--- src/rtl/instruction_loader.sv ---
// instruction_loader: byte-stream program loader for the BIP2 instruction
// memory; holds the CPU in reset while words are written from address 0.
//
// Ports:
//   clk, rst            rising-edge clock, synchronous active-high reset
//   start_in            begins a load from IDLE or ERROR
//   byte_in/valid/ready stream byte handshake (transfer on valid && ready)
//   address_out         instruction memory write address
//   instruction_out     instruction memory write data
//   write_enable_out    one-cycle write strobe
//   cpu_hold_out        CPU reset hold, high whenever not IDLE
//   done_out            one-cycle pulse on a successful load
//   error_out           high while in ERROR (sticky until start_in or rst)
//
// Stream: 16-bit word count N (MSB first), N words of
// INSTRUCTION_WIDTH/8 bytes each (MSB first), then, when the
// INSTRUCTION_LOADER_CHECKSUM_EN macro is defined, one checksum byte that
// brings the 8-bit sum of all stream bytes to zero.
module instruction_loader #(
  parameter int INSTRUCTION_WIDTH = 16,
  parameter int ADDRESS_WIDTH     = 11
) (
  input  logic                         clk,
  input  logic                         rst,
  input  logic                         start_in,
  input  logic [7:0]                   byte_in,
  input  logic                         byte_valid_in,
  output logic                         byte_ready_out,
  output logic [ADDRESS_WIDTH-1:0]     address_out,
  output logic [INSTRUCTION_WIDTH-1:0] instruction_out,
  output logic                         write_enable_out,
  output logic                         cpu_hold_out,
  output logic                         done_out,
  output logic                         error_out
);

  localparam int BYTES = INSTRUCTION_WIDTH / 8;
  localparam int BCW   = (BYTES > 1) ? $clog2(BYTES) : 1;

  // Memory depth as a wide constant so the oversize compare never
  // overflows for any address width up to 32.
  localparam logic [32:0] DEPTH = 33'(1) << ADDRESS_WIDTH;

  typedef enum logic [2:0] {
    S_IDLE   = 3'd0,
    S_LEN_HI = 3'd1,
    S_LEN_LO = 3'd2,
    S_WORD   = 3'd3,
    S_WRITE  = 3'd4,
`ifdef INSTRUCTION_LOADER_CHECKSUM_EN
    S_CHECK  = 3'd5,
`endif
    S_DONE   = 3'd6,
    S_ERROR  = 3'd7
  } state_t;

  // Where a stream goes once its last word (or an empty length) is seen.
`ifdef INSTRUCTION_LOADER_CHECKSUM_EN
  localparam state_t S_END = S_CHECK;
`else
  localparam state_t S_END = S_DONE;
`endif

  state_t state_q;
  state_t state_d;

  logic [7:0]                   len_hi_q;
  logic [15:0]                  remaining_q;
  logic [BCW-1:0]               byte_cnt_q;
  logic [ADDRESS_WIDTH-1:0]     addr_q;
  logic [INSTRUCTION_WIDTH-1:0] instr_q;

  logic        fire;
  logic        start_ok;
  logic [15:0] len_word;
  logic        len_zero;
  logic        len_big;
  logic        last_byte;
  logic        last_word;

`ifdef INSTRUCTION_LOADER_CHECKSUM_EN
  logic [7:0] sum_q;
  logic [7:0] sum_chk;
  assign sum_chk = sum_q + byte_in;
`endif

  assign fire      = byte_valid_in && byte_ready_out;
  assign start_ok  = start_in &&
                     (state_q == S_IDLE || state_q == S_ERROR);
  assign len_word  = {len_hi_q, byte_in};
  assign len_zero  = (len_word == 16'd0);
  assign len_big   = ({17'd0, len_word} > DEPTH);
  assign last_byte = (byte_cnt_q == BCW'(BYTES - 1));
  assign last_word = (remaining_q == 16'd1);

  always_ff @(posedge clk) begin
    if (rst) begin
      state_q <= S_IDLE;
    end else begin
      state_q <= state_d;
    end
  end

  always_comb begin
    state_d          = state_q;
    byte_ready_out   = 1'b0;
    write_enable_out = 1'b0;
    cpu_hold_out     = 1'b1;
    done_out         = 1'b0;
    error_out        = 1'b0;
    unique case (state_q)
      S_IDLE: begin
        cpu_hold_out = 1'b0;
        if (start_in) state_d = S_LEN_HI;
      end
      S_LEN_HI: begin
        byte_ready_out = 1'b1;
        if (byte_valid_in) state_d = S_LEN_LO;
      end
      S_LEN_LO: begin
        byte_ready_out = 1'b1;
        if (byte_valid_in) begin
          unique case (1'b1)
            len_zero: state_d = S_END;
            len_big:  state_d = S_ERROR;
            default:  state_d = S_WORD;
          endcase
        end
      end
      S_WORD: begin
        byte_ready_out = 1'b1;
        if (byte_valid_in && last_byte) state_d = S_WRITE;
      end
      S_WRITE: begin
        write_enable_out = 1'b1;
        state_d = last_word ? S_END : S_WORD;
      end
`ifdef INSTRUCTION_LOADER_CHECKSUM_EN
      S_CHECK: begin
        byte_ready_out = 1'b1;
        if (byte_valid_in) begin
          state_d = (sum_chk == 8'd0) ? S_DONE : S_ERROR;
        end
      end
`endif
      S_DONE: begin
        done_out = 1'b1;
        state_d  = S_IDLE;
      end
      S_ERROR: begin
        error_out = 1'b1;
        if (start_in) state_d = S_LEN_HI;
      end
      default: begin
        state_d = S_IDLE;
      end
    endcase
  end

  always_ff @(posedge clk) begin
    if (rst) begin
      len_hi_q    <= '0;
      remaining_q <= '0;
      byte_cnt_q  <= '0;
      addr_q      <= '0;
      instr_q     <= '0;
    end else if (state_q == S_IDLE || start_ok) begin
      byte_cnt_q <= '0;
      addr_q     <= '0;
    end else begin
      unique case (state_q)
        S_LEN_HI: begin
          if (fire) len_hi_q <= byte_in;
        end
        S_LEN_LO: begin
          if (fire) remaining_q <= len_word;
        end
        S_WORD: begin
          if (fire) begin
            instr_q    <= INSTRUCTION_WIDTH'({instr_q, byte_in});
            byte_cnt_q <= last_byte ? '0 : byte_cnt_q + 1'b1;
          end
        end
        S_WRITE: begin
          addr_q      <= addr_q + 1'b1;
          remaining_q <= remaining_q - 16'd1;
        end
        default: begin
        end
      endcase
    end
  end

`ifdef INSTRUCTION_LOADER_CHECKSUM_EN
  // Running sum covers length and data bytes; the checksum byte itself
  // is only added combinationally in CHECK.
  always_ff @(posedge clk) begin
    if (rst) begin
      sum_q <= '0;
    end else if (state_q == S_IDLE || start_ok) begin
      sum_q <= '0;
    end else if (fire && state_q != S_CHECK) begin
      sum_q <= sum_q + byte_in;
    end
  end
`endif

  assign address_out     = addr_q;
  assign instruction_out = instr_q;

endmodule

--- config.mk ---
export PLATFORM = sky130hd
export DESIGN_NAME = instruction_loader
export DESIGN_NICKNAME = d
export VERILOG_FILES = /design/src/rtl/instruction_loader.sv
export SDC_FILE = /design/constraint.sdc
export NUM_CORES = 1
export LEC_CHECK = 0
export BUFFER_PORTS_ARGS = -buffer_cell sky130_fd_sc_hd__buf_2
export CAP_MARGIN = 20
export CORE_MARGIN = 2
export CORE_UTILIZATION = 60
export CTS_BUF_LIST = sky130_fd_sc_hd__clkbuf_2
export CTS_CLUSTER_DIAMETER = 80
export DETAILED_ROUTE_END_ITERATION = 12
export GPL_ROUTABILITY_DRIVEN = 0
export GPL_TIMING_DRIVEN = 0
export PLACE_DENSITY_LB_ADDON = 0.3
export SLEW_MARGIN = 20
export SYNTH_ARGS = -nofsm -noshare
export SYNTH_HDL_FRONTEND = slang
export SYNTH_SLANG_ARGS = --single-unit
--- constraint.sdc ---
create_clock -name clk -period 4.55 [get_ports clk]
set_clock_uncertainty 0.15 [all_clocks]
set_input_delay 0.455 -clock clk [delete_from_list [all_inputs] [get_ports clk]]
set_output_delay 0.455 -clock clk [all_outputs]
set_load 0.02 [all_outputs]
==> impl_results.md, run 1 <==
* Run status: finished, final reports clean
* Post-synthesis mux area share at 0.02973
* Number of CTS-inserted buffers at 5
* Fin crit period at 2.851 ns
* Complex-gate fraction of the synthesized area at 0.1946
* Pwr dens at 317.2 nW/um^2
* Worst hold start: byte_in[0]
* Worst VDD drop at 0.2436 mV
* Clock Path Buffers at 2
* Slew Limit Fails at 0
* Drt total wl at 6.864 mm
* CTS resizes at 0
* #FFs+latches synth at 55
* Static Leakage at around 0.0012 uW
* Slew @ Worst Pin at about 0.84 ns
* Layout cells sized above 1 at 0.1616
* XOR/XNOR Fraction of Synth Area at 0.02601
* Worst path cell trace: clkbuf_1, or3b_1, inv_2, buf_2, buf_2, buf_2
* Residual DRC at 0
* Nature of the critical path endpoint: primary output
* Most frequent CP cell: buf_2
* Top cell type's share of synthesized area at 0.4087
* Port Buffers at 42
* CTS tree: built
* Setup CP Type: reg -> out
* Row count at 24
* Tcrit/Tclk final at 0.6265
* Vias in the first global route at ~2400
* Mean Syn Cell Area at 7.786 um^2
* Comb power frac at 0.246
* Final HPWL DP at around 5.1 mm
* Synth Instances at about 350
* Drt via density at between 6 and 7
* Slowest CP cell: or3b_1
* Startpoint Class: flop
* ANT cells at 0
* Net Switching at about 330 uW
* Data arrival, critical path at ~2.3 ns
* TritonRoute pass-1 iters at 5
* Pin count of the biggest net entering global routing at 18
* Synth unique cells at 48
* Slew margin rel. at 0.4401
* Post-Syn Nets at 361
* Root Driver: clkbuf_2
* Crit path launch: state_q[0]
* Synth warn at 0
* RSZ-0062 raised after global routing: no
* Worst-Skew Late Latency at between 0.4 and 0.5 ns
* I/O Pins at between 40 and 50
* DR vias at ~2800
* Synth-to-Final Area Change at 11.84%
* Total power at between 900 and 1000 uW
* Most used DFF post-synth: dfxtp_1
* Critical path peak fanout at 10
* Die area at around 5000 um^2
* MaxCap Viol Count at 0
* Type of the worst min-delay path: in -> reg
* DRT antenna net count at 0
* Post-CTS Setup Inserts at 0
* Drt wl/cell at approximately 15 um
* CTS HTree Levels at 2
* Setup TNS at 0 ns
* Cell area after synthesis at between 2000 and 3000 um^2
* CTS Hold Bufs at 0
* Reg2reg start: remaining_q[0]
* Required time worst endpoint at approximately 4 ns
* NumNets Final at 410
* Die X at around 71 um
* Grt met1 use at 0.3870
* Post-synth top area cell: dfxtp_1
* EDFF count, synth at 0
* Peak per-stage delay on the critical path at 0.45 ns
* Final setup margin at approximately 1.7 ns
* Simple-gate share of the synthesized area at 0.2847
* Sequential power share at 0.545
* Max Clk Rate at 350.8 MHz
* Grt ovf at 0
* Fill cells at approximately 380
* Commonest non-fill, non-tap cell in the layout: dfxtp_1
* Power Internal at about 630 uW
* Setup-failing EPs final at 0
* Initial core utilization at 0.6187
* Final hold violation count at 0
* Pre-CTS setup slack at approximately 2.2 ns
* Met2 usage at 0.4579
* Synth area leaders: dfxtp_1, a21oi_1, nand2_1, nor2_1, o21ai_0
* GRT Total Usage at 0.2789
* Die Y-Extent at about 70 um
* DR iter-0 viols at between 200 and 250
* Clk network pwr share at 0.209
* Met3 Use GR at 0.04843
* First-pass GRT wire length at about 11 mm
* Antenna violations before repair at 0
* Layer with the highest usage: met2
* Most frequent cells in the layout: dfxtp_1, buf_2, nand2_1, nor2_1, a21oi_1
* Sequential area share after synthesis at 0.4087
* Clk pin slew, worst setup/hold paths at between 0.2 and 0.3 ns
* Sw Ratio at 0.3434
* Post-synth ARST share at 0
* Largest family of logic cells by synthesized area: simple AND/OR/NAND/NOR gates
* Core area at 4354 um^2
* Synth Area in Adders at 0.01393
* CTS Sinks at 55
## layout make-up
type | instances | area (um^2) | share of cell area
well taps | 52 | 65.06 | 0.02159
clock inverters | 3 | 18.77 | 0.006229
multi-input cells | 263 | 1479 | 0.4909
inverters | 7 | 26.28 | 0.008721
plain buffers | 21 | 87.58 | 0.02907
repair buffers | 42 | 210.2 | 0.06977
clock buffers | 5 | 25.02 | 0.008306
flip-flops and latches | 55 | 1101 | 0.3654
## power groups by stage
stage / logic [uW] / registers [uW] / clock network (uW)
2_1_floorplan: 172 / 525 / 0
3_3_place_gp: 225 / 528 / 0
3_5_place_dp: 229 / 529 / 0
4_1_cts: 230 / 520 / 201
5_1_grt: 256 / 524 / 217
6_report: 235 / 520 / 200
## worst max-delay path, delay by kind of cell (launching register included)
family | cells | cell delay, ns
flip-flops | 1 | 0.36
AND/OR/NAND/NOR | 1 | 0.45
buffers and inverters | 5 | 0.99
## path summary, 6_finish.rpt
kind / endpoint / slack, ns / depth (start not counted)
max: write_enable_out / 1.70 / 6
min: instruction_out[0] / 0.1 / 3
max reg2reg: remaining_q[12] / 2.31 / 8
min reg2reg: instruction_out[10] / 0.32 / 2
## sequential cells by signal, indices dropped and copies added, names as in the netlist
| signal | cells |
|---|---|
| len_hi_q | 8 |
| state_q | 3 |
| address_out | 11 |
| instruction_out | 16 |
| byte_cnt_q | 1 |
| remaining_q | 16 |
## metal layers
layer  wire length, um  part of all wire  vias to the layer above
met3               496             0.072                        9
met5                 0                 0                        -
li1                  -                 -                     1335
met2              3141              0.46                      123
met4                90             0.013                        0
met1              3136              0.46                     1296
## Yosys cell counts, types with 2 or more instances
master,instances
dfxtp_1,55
mux2i_1,8
a31oi_1,5
nor3_1,12
and3_1,6
a21oi_1,42
nand2_1,45
nand2b_1,4
or3_1,7
nor4_1,5
xor2_1,5
a211oi_1,2
ha_1,3
clkbuf_1,14
inv_1,6
a221oi_1,2
buf_2,7
nand3b_1,4
o211ai_1,2
or4_1,4
nand4_1,4
xnor2_1,3
a222oi_1,2
nand3_1,7
o21ai_0,24
nor2_1,43
a22oi_1,4
## cell families after synthesis
kind of cell | Yosys count
adders and majority gates | 3
AOI/OAI and AO/OA | 91
and+or+nand+nor | 153
DFF | 55
xor gates and xnor gates | 8
buffers and inverters | 28
muxes | 8
## per-stage QoR
stage / cells / utilization / area [um^2] / hold slack, ns
6_report: 448 / 0.6920 / 3013 / 0.09693
5_1_grt: 448 / 0.6920 / 3013 / 0.07117
4_1_cts: 448 / 0.6920 / 3013 / 0.08118
3_5_place_dp: 440 / 0.6819 / 2969 / 0.2946
3_3_place_gp: 440 / 0.6819 / 2969 / 0.2897
2_1_floorplan: 346 / - / 2694 / 0.3086
Note: power is estimated with default switching activity, not from simulation.
==> inputs of run 2 (changes only) <==
Settings changed: CORE_UTILIZATION 60 to 53.
Clock period 4.55 ns to 2.4 ns, I/O delays scaled along.
==> run 2 against run 1 <==
First-iteration DRC count fell by 25%. Critical path type unchanged. Setup slack got worse by 1.6 ns. Critical endpoint unchanged. Highest routed layer unchanged. Core utilization decreased by 4.2 points. Hold slack lost 0.042 ns. Clock power up 98%. Cell count increased by 4.7%. Via count is essentially flat.
==> impl_results.md, run 2 (synthesized netlist as in run 1, its figures left out) <==
* Design area at 3132 um^2 (+3.9%)
* FF/Latch Area at 1104 um^2 (+0.23%)
* First-pass GRT wire length at 11.40 mm (+0.24%)
* Die area at 5669 um^2 (+12%)
* Nature of the critical path endpoint: primary output
* Commonest non-fill, non-tap cell in the layout: dfxtp_1
* Final core area utilization at 0.6501 (-0.04182)
* Required time worst endpoint at 2.01 ns (-1.93 ns)
* Setup-failing EPs final at 0 (unchanged)
* ANT cells at 0 (unchanged)
* Worst path cell trace: or3b_4, inv_4, buf_6, buf_2
* Data arrival, critical path at 1.88 ns (-0.37 ns)
* Antenna violations before repair at 0 (unchanged)
* Vias in the first global route at 2440 (+1.2%)
* CTS HTree Levels at 2 (unchanged)
* Row count at 25 (+4.2%)
* RSZ-0062 raised after global routing: no
* Critical path peak fanout at 12 (+2)
* Drt wl/cell at 14.99 um (-2.2%)
* Post-CTS Setup Inserts at 0 (unchanged)
* Core area at 4817 um^2 (+11%)
* Slew @ Worst Pin at 0.8169 ns (-0.01840 ns)
* Residual DRC at 0 (unchanged)
* Most frequent cells in the layout: dfxtp_1, buf_2, nand2_1, nor2_1, a21oi_1
* Pin count of the biggest net entering global routing at 19 (+1)
* Die Y-Extent at 75.30 um (+6.0%)
* CTS Sinks at 55 (unchanged)
* DR vias at 2762 (-0.036%)
* DRT antenna net count at 0 (unchanged)
* Static Leakage at 0.001225 uW (+2.8%)
* Startpoint Class: flop
* Drt total wl at 7.030 mm (+2.4%)
* Grt ovf at 0 (unchanged)
* Synth-to-Final Area Change at 16.26%
* Port Buffers at 42 (unchanged)
* Tcrit/Tclk final at 0.9464
* Clk pin slew, worst setup/hold paths at 0.29 ns (about the same)
* Root Driver: clkbuf_2
* Die X at 75.30 um (+6.0%)
* Setup CP Type: reg -> out
* Total power at 1843 uW (+93%)
* Slowest CP cell: dfxtp_1
* Setup TNS at 0 ns (unchanged)
* Run status: finished, final reports clean
* Critical path depth in cells at 4 (-2)
* Crit path buffers/inverters at 3 (-2)
* Number of CTS-inserted buffers at 5 (unchanged)
* Clock Path Buffers at 2 (unchanged)
* GRT Total Usage at 0.2610 (-0.01789)
* Hold path depth at 4 (+1)
* Area post-placement at 2988 um^2 (+0.63%)
* Register-to-Register Path Depth at 7 (-1)
* TritonRoute pass-1 iters at 5 (unchanged)
* Drt via density at 5.889 (-4.5%)
* Initial core utilization at 0.5592 (-0.05946)
* MaxCap Viol Count at 0 (unchanged)
* Max Clk Rate at roughly 440 MHz
* CTS tree: built
* Multi-input gate area at 1484 um^2 (+0.34%)
* Final HPWL DP at 5.024 mm (-0.72%)
* NumNets Final at 416 (+1.5%)
* Worst VDD drop at 0.4351 mV (+79%)
* Slew margin rel. at 0.4524 (+0.01234)
* WHS at 0.05538 ns (-0.04155 ns)
* Peak per-stage delay on the critical path at 0.48 ns (+0.03 ns)
* Final hold violation count at 0 (unchanged)
* Top delay family on crit path: buffers and inverters
* Pwr dens at 588.6 nW/um^2 (+86%)
* I/O Pins at 44 (unchanged)
* Fin crit period at about 2.3 ns
* Worst-Skew Late Latency at 0.47 ns (+0.03 ns)
* DR iter-0 viols at 174 (-25%)
* Layout cells sized above 1 at 0.1692 (+0.007538)
* Slew Limit Fails at 0 (unchanged)
* Type of the worst min-delay path: in -> reg
* Fill cells at 446 (+17%)
==> run 2: changes by cell type in the layout (fill, tap and decap cells not counted), moves of 2 or more <==
cell / delta
dlygate4sd3_1: +9
clkbuf_1: -3
buf_2: -2
dfxtp_1: -2
dfxtp_2: +2
==> run 2: metal layers <==
| metal | vias to the layer above | GRT usage | routed length [um] |
|---|---|---|---|
| met5 | - | 0 | 0 |
| met4 | 0 | 0.1131 | 159 |
| met3 | 16 | 0.05159 | 480 |
| met2 | 112 | 0.3903 | 3205 |
| met1 | 1294 | 0.3672 | 3185 |
| li1 | 1340 | - | - |
==> run 2: power breakdown <==
| part | leakage, uW | total, uW | internal [uW] | switching [uW] |
|---|---|---|---|---|
| logic | 0.000749 | 451 | 175 | 276 |
| registers | 0.000446 | 997 | 951 | 45.6 |
| clock network | 0.0000309 | 395 | 77.6 | 317 |
==> run 2: metrics by stage <==
step,cells,worst slack (ns)
after floorplan,346,0.3938
final,469,0.1286
after detailed placement,455,0.1934
after global placement,455,0.2121
after global routing,469,0.003836
after CTS,471,0.03320
==> run 2: final cells by class <==
cell class,instances,share of cell area
clock inverters,3,0.007591
well taps,67,0.02677
multi-input cells,263,0.4738
plain buffers,18,0.02637
inverters,7,0.009189
flip-flops and latches,55,0.3524
clock buffers,5,0.007990
repair buffers,51,0.09589
==> run 2: what timing repair did <==
item	CTS	global route
hold endpoints to repair	21	0
gates resized for setup	4	5
endpoints found under the setup margin	1	4
hold buffers	9	0
==> run 2: final timing paths <==
kind                                         start            endpoint  slack [ns]
worst min-delay path                 byte_valid_in          state_q[1]        0.06
worst min register to register  instruction_out[9]  instruction_out[9]        0.32
worst max-delay path                    state_q[0]    write_enable_out        0.13
worst max register to register      remaining_q[0]     remaining_q[10]        0.17
==> run 2: worst register-to-register path: cells and delay by family, from the launching register on <==
| kind | cells | cell delay (ns) |
|---|---|---|
| AO/OA/AOI/OAI | 2 | 0.39 |
| adder cells (fa/ha/maj) | 1 | 0.23 |
| flip-flops | 1 | 0.42 |
| AND/OR/NAND/NOR | 3 | 0.87 |
| buffers and inverters | 1 | 0.10 |
